**src/rtl/psum_accumulator_if.sv**
```systemverilog
// Handshake bundle for the partial-sum accumulator.
// Input and output streams use valid/ready handshakes, plus status outputs.
interface psum_accumulator_if #(
    parameter int BIT_WIDTH = 16
) ();
    logic [BIT_WIDTH-1:0] in_data;
    logic                 in_valid;
    logic                 in_ready;
    logic [BIT_WIDTH-1:0] out_data;
    logic                 out_valid;
    logic                 out_ready;
    logic                 out_ovf;
    logic [7:0]           term_cnt;

    // Source/sink side (drives terms, consumes results)
    modport master (
        output in_data, in_valid, out_ready,
        input  in_ready, out_data, out_valid, out_ovf, term_cnt
    );

    // Accumulator side
    modport slave (
        input  in_data, in_valid, out_ready,
        output in_ready, out_data, out_valid, out_ovf, term_cnt
    );
endinterface

```
**src/rtl/psum_accumulator.sv**
```systemverilog
// Partial-sum accumulator: adds NUM_TERMS signed terms using an approximate adder.
// In the adder, the low APPROX_BITS come straight from the incoming term.
// The top bits get an exact add, with a carry-in taken from acc[APPROX_BITS-1].
// The first term of each group is loaded directly. The result is held in DONE until it is taken.
module psum_accumulator #(
    parameter int BIT_WIDTH   = 16,
    parameter int APPROX_BITS = 6,
    parameter int NUM_TERMS   = 9
) (
    input  logic                 clk,
    input  logic                 rst_n,
    psum_accumulator_if.slave    bus
);
    typedef enum logic [1:0] {IDLE, ACCUM, DONE} state_t;

    localparam logic [BIT_WIDTH-1:0] ONE     = BIT_WIDTH'(1);
    localparam logic [BIT_WIDTH-1:0] LO_MASK = (ONE << APPROX_BITS) - ONE;
    localparam logic [BIT_WIDTH-1:0] HI_MASK = ~LO_MASK;
    localparam logic [7:0]           LAST_M1 = 8'(NUM_TERMS - 1);

    state_t               state, state_nxt;
    logic [BIT_WIDTH-1:0] acc;
    logic [BIT_WIDTH-1:0] sum;
    logic [BIT_WIDTH-1:0] cin_vec;
    logic [7:0]           cnt;
    logic                 ovf;
    logic                 step_ovf;
    logic                 cin;
    logic                 in_hs;
    logic                 out_hs;
    logic                 in_ready;
    logic                 out_valid;

    // The carry-in to the exact part comes from the top discarded bit of the accumulator
    if (APPROX_BITS > 0) begin : g_cin
        assign cin = acc[APPROX_BITS-1];
    end else begin : g_nocin
        assign cin = 1'b0;
    end

    // Approximate add. The masked operands have zero low bits, so the low bits of the
    // sum are zero, and OR-ing in the low bits of the term is exact.
    always_comb begin
        cin_vec  = {{(BIT_WIDTH-1){1'b0}}, cin} << APPROX_BITS;
        sum      = ((acc & HI_MASK) + (bus.in_data & HI_MASK) + cin_vec)
                 | (bus.in_data & LO_MASK);
        step_ovf = (acc[BIT_WIDTH-1] == bus.in_data[BIT_WIDTH-1]) &&
                   (sum[BIT_WIDTH-1] != acc[BIT_WIDTH-1]);
    end

    // State register
    always_ff @(posedge clk or negedge rst_n) begin
        if (!rst_n) state <= IDLE;
        else        state <= state_nxt;
    end

    // Next-state logic and handshake decode
    always_comb begin
        state_nxt = state;
        in_ready  = 1'b1;
        out_valid = 1'b0;
        in_hs     = 1'b0;
        out_hs    = 1'b0;
        case (state)
            IDLE: begin
                in_hs = bus.in_valid;
                if (in_hs) state_nxt = (NUM_TERMS == 1) ? DONE : ACCUM;
            end
            ACCUM: begin
                in_hs = bus.in_valid;
                if (in_hs && cnt == LAST_M1) state_nxt = DONE;
            end
            DONE: begin
                in_ready  = 1'b0;
                out_valid = 1'b1;
                out_hs    = bus.out_ready;
                if (out_hs) state_nxt = IDLE;
            end
            default: state_nxt = IDLE;
        endcase
    end

    // Accumulator, term counter and sticky overflow
    always_ff @(posedge clk or negedge rst_n) begin
        if (!rst_n) begin
            acc <= '0;
            cnt <= '0;
            ovf <= 1'b0;
        end else if (in_hs) begin
            if (state == IDLE) begin
                acc <= bus.in_data;
                cnt <= 8'd1;
                ovf <= 1'b0;
            end else begin
                acc <= sum;
                cnt <= cnt + 8'd1;
                ovf <= ovf | step_ovf;
            end
        end else if (out_hs) begin
            cnt <= '0;
        end
    end

    assign bus.in_ready  = in_ready;
    assign bus.out_valid = out_valid;
    assign bus.out_data  = acc;
    assign bus.out_ovf   = ovf;
    assign bus.term_cnt  = cnt;
endmodule
```
**src/flat_wrapper.sv**
```systemverilog
// flat-port wrapper written by rule: the top's interface ports become plain ports
module psum_accumulator_flat 
#(
    parameter int BIT_WIDTH   = 16,
    parameter int APPROX_BITS = 6,
    parameter int NUM_TERMS   = 9
)
  (clk, rst_n, bus_in_data, bus_in_valid, bus_out_ready, bus_in_ready, bus_out_data, bus_out_valid, bus_out_ovf, bus_term_cnt);
  psum_accumulator_if #(.BIT_WIDTH(BIT_WIDTH)) bus_i ();
  input  logic clk;
  input  logic rst_n;
  input wire logic [$bits(bus_i.in_data)-1:0] bus_in_data;
  input wire logic [$bits(bus_i.in_valid)-1:0] bus_in_valid;
  input wire logic [$bits(bus_i.out_ready)-1:0] bus_out_ready;
  output wire logic [$bits(bus_i.in_ready)-1:0] bus_in_ready;
  output wire logic [$bits(bus_i.out_data)-1:0] bus_out_data;
  output wire logic [$bits(bus_i.out_valid)-1:0] bus_out_valid;
  output wire logic [$bits(bus_i.out_ovf)-1:0] bus_out_ovf;
  output wire logic [$bits(bus_i.term_cnt)-1:0] bus_term_cnt;
  assign bus_i.in_data = bus_in_data;
  assign bus_i.in_valid = bus_in_valid;
  assign bus_i.out_ready = bus_out_ready;
  assign bus_in_ready = bus_i.in_ready;
  assign bus_out_data = bus_i.out_data;
  assign bus_out_valid = bus_i.out_valid;
  assign bus_out_ovf = bus_i.out_ovf;
  assign bus_term_cnt = bus_i.term_cnt;
  psum_accumulator #(.BIT_WIDTH(BIT_WIDTH), .APPROX_BITS(APPROX_BITS), .NUM_TERMS(NUM_TERMS)) u_core (.clk(clk), .rst_n(rst_n), .bus(bus_i));
endmodule
```
**config.mk**
```make
export PLATFORM = sky130hd
export DESIGN_NAME = psum_accumulator_flat
export DESIGN_NICKNAME = d
export VERILOG_FILES = /design/src/rtl/psum_accumulator_if.sv /design/src/rtl/psum_accumulator.sv /design/src/flat_wrapper.sv
export SDC_FILE = /design/constraint.sdc
export NUM_CORES = 1
export LEC_CHECK = 0
export CAP_MARGIN = 30
export CORE_AREA = 5 5 73 75
export CTS_BUF_LIST = sky130_fd_sc_hd__clkbuf_4
export CTS_CLUSTER_DIAMETER = 40
export DETAILED_ROUTE_END_ITERATION = 10
export DIE_AREA = 0 0 78 80
export MAX_ROUTING_LAYER = met4
export PLACE_DENSITY = 0.8
export SETUP_SLACK_MARGIN = 0.02
export SLEW_MARGIN = 25
export SYNTH_ARGS = -nofsm -noshare
export SYNTH_HDL_FRONTEND = slang
export SYNTH_SLANG_ARGS = --single-unit
```
**constraint.sdc**
```tcl
create_clock -name clk -period 5.7 [get_ports clk]
set_input_delay 1.14 -clock clk [delete_from_list [all_inputs] [get_ports clk]]
set_output_delay 1.14 -clock clk [all_outputs]
set_load 0.005 [all_outputs]
```
=== After elaboration in Yosys (flattened, before gate mapping) ===
Index checks and enable logic that the tools add are counted.

* Output and inout port bits: 27
* Word-level logic and storage cells: 36
* Bits in registers: 27
* Input port bits: 20

* Add/sub/neg operators: 3
* Mux-type cells: 13
* Bitwise logic cells: 2
* Reductions and logical operators: 6
* Eq/ne operators: 8

{| class="wikitable"
|+ Operators with widths
! kind !! count
|-
| $mux W8 || 3
|-
| $add A16 B16 Y16 || 1
|-
| $add A16 B7 Y16 || 1
|-
| $mux W16 || 1
|-
| $or A16 B6 Y16 || 1
|-
| $add A8 B1 Y8 const B || 1
|-
| $eq A8 B4 Y1 const B || 1
|-
| $mux W2 || 3
|-
| $pmux W2 S3 || 1
|-
| $mux W1 || 5
|-
| $ne A2 B2 Y1 const B || 2
|-
| $reduce_and A3 Y1 || 1
|-
| $eq A2 B1 Y1 const B || 1
|-
| $eq A2 B2 Y1 const B || 1
|-
| $logic_and A1 B1 Y1 || 2
|-
| $logic_not A2 Y1 || 1
|-
| $ne A2 B1 Y1 const B || 1
|-
| $reduce_bool A2 Y1 || 1
|-
| $reduce_or A2 Y1 || 1
|-
| $eq A1 B1 Y1 || 1
|-
| $ne A1 B1 Y1 || 1
|-
| $or A1 B1 Y1 || 1
|}

=== Longest topological paths before layout ===
Gate-level depths: netlist of the first run.

* Word-level depth: 7
* Mapped depth: 10
* Mapped depth without buffers: 10

=== Worst setup path before layout of the first run ===
No wires, ideal clock.

* Kind: in2reg
* Start: input port bus_in_data[7]
* End: register u_core.ovf (netlist: u_core.bus.out_ovf)
* Data required time: 5631 ps
* Path buffers: 0
* Data arrival time: 3200 ps
* Stages on the path: 8
* Setup slack: 2431 ps
* Setup time: 69 ps
* Cell sequence: ha_1 -> ha_1 -> fa_1 -> a21oi_4 -> o22ai_2 -> mux2_4 -> or4_1 -> nand3_1

* Word-level cells in the longest chain between the ends: 7

{| class="wikitable"
|+ Ends and longest elaborated chain
! what !! RTL line !! RTL
|-
| start: declaration || flat_wrapper.sv:12 || <nowiki>input wire logic [$bits(bus_i.in_data)-1:0] bus_in_data;</nowiki>
|-
| $add A16 B16 Y16 || psum_accumulator.sv:45 || <nowiki>sum = ((acc & HI_MASK) + (bus.in_data & HI_MASK) + cin_vec)</nowiki>
|-
| $add A16 B7 Y16 || psum_accumulator.sv:45 ||
|-
| $or A16 B6 Y16 || psum_accumulator.sv:46 || <nowiki>| (bus.in_data & LO_MASK);</nowiki>
|-
| $ne A1 B1 Y1 || psum_accumulator.sv:48 || <nowiki>(sum[BIT_WIDTH-1] != acc[BIT_WIDTH-1]);</nowiki>
|-
| $logic_and A1 B1 Y1 || psum_accumulator.sv:47 || <nowiki>step_ovf = (acc[BIT_WIDTH-1] == bus.in_data[BIT_WIDTH-1]) &&</nowiki>
|-
| $or A1 B1 Y1 || psum_accumulator.sv:97 || <nowiki>ovf <= ovf | step_ovf;</nowiki>
|-
| $mux W1 || psum_accumulator.sv:90 || <nowiki>if (state == IDLE) begin</nowiki>
|-
| end signal: assignment || psum_accumulator.sv:97 ||
|-
| end: declaration || psum_accumulator.sv:26 || <nowiki>logic ovf;</nowiki>
|}

No other way between the ends.
A chain may end at the register's enable or synchronous reset.

=== Worst setup path in the final report of the first run ===
Same ends and word-level chain as after synthesis.

==> run metrics, run 1 <==
status finished, final reports clean; measured slew at the worst slew-check pin 0.625 ns; area grow syn2layout 29.3%; router iterations before antenna repair 4; minimum clock period roughly 3.5 ns; Max Cap Viol 0; critical path data arrival time 3.79 ns; IO Pins 47; CTS tree done; Worst setup EP type flip-flop; Post-synth ARST share 1.00; initial drt markers 124; part of the power in the clock network 0.080; combinational power share 0.622; Net Switching 490 uW; Post-Syn Area 1900 sq um; RR Endpoint u_core.bus.out_ovf; Setup Crit Path Kind in2reg; # rows 25; Syn Nets 250; TNS Setup 0 ns; Sw Ratio 0.430; worst hold path type reg2reg; synth unique cells 51; initial antenna violation count 0; Detailed Route WL about 4500 um; post-cts resize count 0; Post-Place Cell Area ~2400 sq um; power after layout 1.14 mW; most frequent CP cell ha_1; clk root buf clkbuf_4; Crit path buffers/inverters 1; total vias in the final route around 1.7k; gr usage total 0.152; die area about 6200 sq um; Worst Setup SP bus_in_data[7]; post-route cell area 2450 sq um; first-pass GRT wire length 7670 um; Lkg Pwr 1.10 nW; critical path peak fanout 3; Die Width 78 um; Fillers 432; Core Util, Final 0.533; FF+latch area 676 sq um; Overflow after GRT 0; number of cells on the critical path 9; Reg2Reg Depth 8; Critical Path End u_core.bus.out_ovf; flop2flop setup slack between 2 and 3 ns; Slowest cell on crit path or4_1; Final period util 0.615; kind of cell adding the most delay to the critical path adder cells; Syn Inst Count 210; sequence of cells on the critical path clkdlybuf4s50_1 -> ha_1 -> ha_1 -> fa_1 -> a21oi_4 -> o22ai_2 -> mux2_4 -> or4_1 -> nand3_1; RePlAce Congestion 0.894; DRC Markers 0; Synth warnings 0; Num CTS Buffers 3; Buffers on Ports 46; dpl hpwl 3370 um; fraction of the yosys area taken by sequential cells 0.356; DR WL/cell 14.5 um; multi-input logic area ~1100 sq um; antenna cells 0; FF+latch count, synth 27; die height roughly 80 um; clock slew at reported path FFs 0.16 ns; CP max stage delay 0.51 ns; Reg power frac 0.298; vias in the first global route 1700; # H-tree levels 1; Critical Path Start Type input pin; RSZ-0062 raised after global routing false; largest net degree at the start of global routing 29; Final setup viols 0; Pint 649 uW; post-CTS setup buffer count 0; # hold bufs at CTS 0; Reg-to-Reg Start u_core.bus.out_data[7]; Starting Density 0.413; DRT antenna net count 0; clock sinks 27; NumNets Final 297; required time worst endpoint 5.99 ns; EDFF count, synth 0; Worst slew margin 0.583; Worst VDD drop roughly 0.30 mV; clock skew 0.00334 ns; fraction of layout cells with a size suffix above 1 0.0664; most common flop cell mapped by yosys dfrtp_1; worst skew pair latency around 0.34 ns; Core Box Area 4600 sq um; CTS Buffer Depth 2; pwr dens 465 nW/um^2; Hold Fails Final Rpt 0; Post-Syn Area per Cell between 9 and 10 sq um; highest clock rate 0.285 GHz; Via density 5.61; Slew Viols, Final 0
[Yosys cell counts, types with 3 or more instances]
cell type	number	area (sq um)
a21o_1	4	30.0
nor2_1	13	48.8
nand3_1	11	55.1
inv_1	10	37.5
xor2_1	3	26.3
nand3b_1	3	22.5
clkbuf_1	4	15.0
a21oi_1	7	35.0
ha_1	18	225
nand2b_1	3	18.8
nand2_1	33	124
mux2i_1	3	30.0
dfrtp_1	27	676
o21ai_0	21	105
[per-stage QoR]
stage	hold WS, ns	instances	setup WS (ns)
global route	0.538	310	2.16
CTS	0.508	308	2.20
floorplan	0.470	210	2.43
finish	0.500	310	2.20
detailed placement	0.470	304	1.85
global placement	0.462	304	1.92
[layout make-up]
cell class / instances / area share
tap: 54 / 0.0276
multi-input combinational: 165 / 0.465
clock buffer: 3 / 0.00918
timing repair buffer: 50 / 0.205
sequential: 27 / 0.276
clock inverter: 1 / 0.00306
inverter: 10 / 0.0153
[state kept, by name, indices dropped and copies added, names as in the netlist]
signal               flops
u_core.bus.out_ovf       1
u_core.state             2
u_core.bus.out_data     16
u_core.bus.term_cnt      8
[worst register-to-register path: stages (launching register included)]
cell and delay [ns]:
dfrtp_1 0.44, ha_1 0.30, ha_1 0.24, fa_1 0.46, a21oi_4 0.22, o22ai_2 0.12, mux2_4 0.32, or4_1 0.51
nand3_1 0.08
[how the worst min path moves through the flow]
stage / slack [ns] / endpoint / startpoint / depth (start not counted)
2_1_floorplan: 0.47 / u_core.bus.out_data[0] / u_core.bus.out_data[0] / 2
3_3_place_gp: 0.46 / u_core.bus.out_data[3] / u_core.bus.out_data[3] / 2
3_5_place_dp: 0.47 / u_core.bus.out_data[0] / u_core.bus.out_data[0] / 2
4_1_cts: 0.51 / u_core.bus.out_data[0] / u_core.bus.out_data[0] / 2
5_1_grt: 0.54 / u_core.bus.out_data[4] / u_core.bus.out_data[4] / 2
6_report: 0.50 / u_core.bus.out_data[3] / u_core.bus.out_data[3] / 2
[cell usage in the layout (no fill, tap or decap), types with 3 or more instances in the layout]
cell type,Yosys,routed
clkdlybuf4s50_1,0,46
nand2_1,33,33
dfrtp_1,27,27
o21ai_0,21,21
ha_1,18,18
nor2_1,13,13
nand3_1,11,11
inv_1,10,10
a21oi_1,7,7
a21o_1,4,4
nand2b_1,3,3
mux2i_1,3,3
xor2_1,3,3
nand3b_1,3,3
clkbuf_4,0,3
[layer usage]
| layer | track usage | part of all wire |
|---|---|---|
| met1 | 0.202 | 0.47 |
| met4 | 0.0405 | 0.017 |
| met3 | 0.0327 | 0.054 |
| met5 | - | 0 |
| met2 | 0.237 | 0.46 |
[logic make-up after synthesis]
family	after synthesis	share of synthesized area
AND/OR/NAND/NOR	83	0.227
flip-flops	27	0.356
adder cells (fa/ha/maj)	20	0.140
buffers and inverters	18	0.0429
multiplexers	4	0.0237
AO/OA/AOI/OAI	53	0.187
XOR/XNOR	5	0.0231
[power by group through the flow]
stage / Combinational [mW] / Sequential (mW) / Clock (mW)
floorplan: 0.464 / 0.324 / 0
global placement: 0.669 / 0.352 / 0
detailed placement: 0.689 / 0.352 / 0
CTS: 0.696 / 0.349 / 0.0922
global route: 0.797 / 0.355 / 0.0996
finish: 0.708 / 0.340 / 0.0913
Power figures use the tool's default switching activity.
==> run 2: changes to the inputs <==
Settings changed: PLACE_DENSITY 0.8 to 0.83.
Clock period 5.7 ns to 2.9 ns, I/O delays scaled along.
==> run 2 against run 1 <==
Die area is the same. Cell count grew 2.6%. Sequential power grew 92%. Hold slack lost 0.0054 ns. Critical path depth is the same. Count of clock-buffer cells in the layout is the same. First-iteration DRC count shrank 16%. Sequential share of layout area shrank 0.75 points. Clock skew grew 0.0021 ns. Via count grew 0.92%. Critical path type unchanged. Critical endpoint unchanged. Largest cell class unchanged. Highest routed layer unchanged.
==> run metrics, run 2 (synthesized netlist as in run 1, its figures left out) <==
status finished, final reports clean; most frequent cells in the layout clkdlybuf4s50_1 (46), nand2_1 (33), dfrtp_1 (27); initial drt markers 104 (-16%); Setup Crit Path Kind in2reg; Die Width 78 um (unchanged); RSZ-0062 raised after global routing false; gr usage total 0.166 (+0.0133); Worst slew margin 0.587 (+0.00395); required time worst endpoint 3.21 ns (-2.78 ns); Final setup viols 0 (unchanged); worst hold path type reg2reg; Lkg Pwr 1.14 nW (+3.2%); critical path peak fanout 3 (unchanged); fraction of layout cells with a size suffix above 1 0.106 (+0.0397); CTS tree done; Worst setup EP type flip-flop; Detailed Route WL 4810 um (+7.0%); part of the power in the clock network 0.078 (-0.002); DRC Markers 0 (unchanged); Buffers on Ports 46 (unchanged); Worst VDD drop 0.621 mV (+100%); Sw Ratio 0.430 (-0.000797); critical path data arrival time 3.11 ns (-0.68 ns); first-pass GRT wire length 8360 um (+9.0%); area grow syn2layout 32.9%; DR WL/cell 15.1 um (+4.3%); highest clock rate ~0.36 GHz; post-CTS setup buffer count 0 (unchanged); CTS Buffer Depth 2 (unchanged); NumNets Final 305 (+2.7%); Overflow after GRT 0 (unchanged); Critical Path Start Type input pin; worst skew pair latency 0.36 ns (+0.02 ns); antenna cells 0 (unchanged); Fillers 409 (-5.3%); DRT antenna net count 0 (unchanged); # H-tree levels 1 (unchanged); total vias in the final route 1756 (+0.92%); Inst Count DP 314 (+3.3%); clk root buf clkbuf_4; Max Cap Viol 0 (unchanged); measured slew at the worst slew-check pin 0.619 ns (-0.00592 ns); die area 6240 sq um (unchanged); max reg flops 16 (unchanged); Slew Viols, Final 0 (unchanged); # rows 25 (unchanged); TNS Setup 0 ns (unchanged); Starting Density 0.413 (unchanged); initial antenna violation count 0 (unchanged); Num CTS Buffers 3 (unchanged); Non-Filler Instances 318 (+2.6%); Reg power frac 0.274 (-0.024); Pint 1.36 mW (+110%); Net Switching 1.03 mW (+110%); commonest non-fill, non-tap cell in the layout clkdlybuf4s50_1; clock sinks 27 (unchanged); largest net degree at the start of global routing 28 (-3.4%); Hold Fails Final Rpt 0 (unchanged); Via density 5.52 (-1.6%); dpl hpwl 3550 um (+5.2%); pwr dens 946 nW/um^2 (+100%); clock slew at reported path FFs 0.17 ns (about the same); RePlAce Congestion 0.863 (-3.6%); Core Box Area 4600 sq um (unchanged); vias in the first global route 1856 (+9.2%); Final period util 0.965; router iterations before antenna repair 4 (unchanged); die height 80 um (unchanged); clock skew 0.00544 ns (+0.00210 ns); minimum clock period 2.80 ns; combinational power share 0.648 (+0.026); IO Pins 47 (unchanged)
[run 2: cell types whose count changed in the layout (fill, tap and decap cells not counted), sizes merged]
| cell | previous run | this run |
|---|---|---|
| buf | 4 | 12 |
[run 2: worst paths after layout]
| kind | slack, ns | depth (start not counted) | endpoint | startpoint |
|---|---|---|---|---|
| max | 0.10 | 9 | u_core.bus.out_ovf | bus_in_data[7] |
| min | 0.49 | 2 | u_core.bus.out_data[4] | u_core.bus.out_data[4] |
| max reg2reg | 0.28 | 8 | u_core.bus.out_ovf | u_core.bus.out_data[7] |
| min reg2reg | 0.49 | 2 | u_core.bus.out_data[4] | u_core.bus.out_data[4] |
| max in group asynchronous | 2.07 | 2 | u_core.bus.term_cnt[0] | rst_n |
| min in group asynchronous | 0.57 | 2 | u_core.state[1] | rst_n |
[run 2: critical path, stage by stage]
cell and delay [ns]:
clkdlybuf4s50_1 0.42, ha_1 0.32, ha_4 0.18, fa_2 0.40
a21oi_4 0.21, o22ai_2 0.10, mux2_4 0.31, or4_1 0.51
nand3_1 0.08
[run 2: power groups by stage]
stage | clock network (mW) | registers, mW | logic, mW
after floorplan | 0 | 0.638 | 0.913
after global placement | 0 | 0.654 | 1.46
after detailed placement | 0 | 0.655 | 1.50
after CTS | 0.189 | 0.651 | 1.52
after global routing | 0.205 | 0.679 | 1.74
final | 0.187 | 0.653 | 1.55
[run 2: metal layers]
layer	global-route usage	vias up	wire (um)	share of wire
li1	-	863	-	-
met2	0.265	51	2260	0.47
met5	-	-	0	0
met3	0.0316	8	254	0.053
met4	0.0541	0	66	0.014
met1	0.212	834	2230	0.46
[run 2: final cells by class]
type	instances	area, sq um	share of cell area
clock inverter	1	7.51	0.00298
multi-input combinational	165	1160	0.460
clock buffer	3	22.5	0.00893
timing repair buffer	58	551	0.218
tap	54	67.6	0.0268
inverter	10	37.5	0.0149
sequential	27	676	0.268
[run 2: timing repair]
| action | in CTS | in global routing |
|---|---|---|
| pin swaps | 0 | 2 |
| endpoints found under the setup margin | 1 | 2 |
| hold buffers | 0 | 0 |
| resized for setup | 1 | 3 |
[run 2: through the flow]
stage / setup slack [ns] / hold slack [ns] / power [mW] / instance area [sq um] / util
after floorplan: 0.191 / 0.284 / 1.55 / 1900 / -
after global placement: -0.314 / 0.464 / 2.11 / 2470 / 0.537
after detailed placement: -0.376 / 0.461 / 2.16 / 2470 / 0.537
after CTS: 0.0858 / 0.498 / 2.36 / 2500 / 0.544
after global routing: 0.00734 / 0.530 / 2.63 / 2520 / 0.548
final: 0.102 / 0.495 / 2.39 / 2520 / 0.548
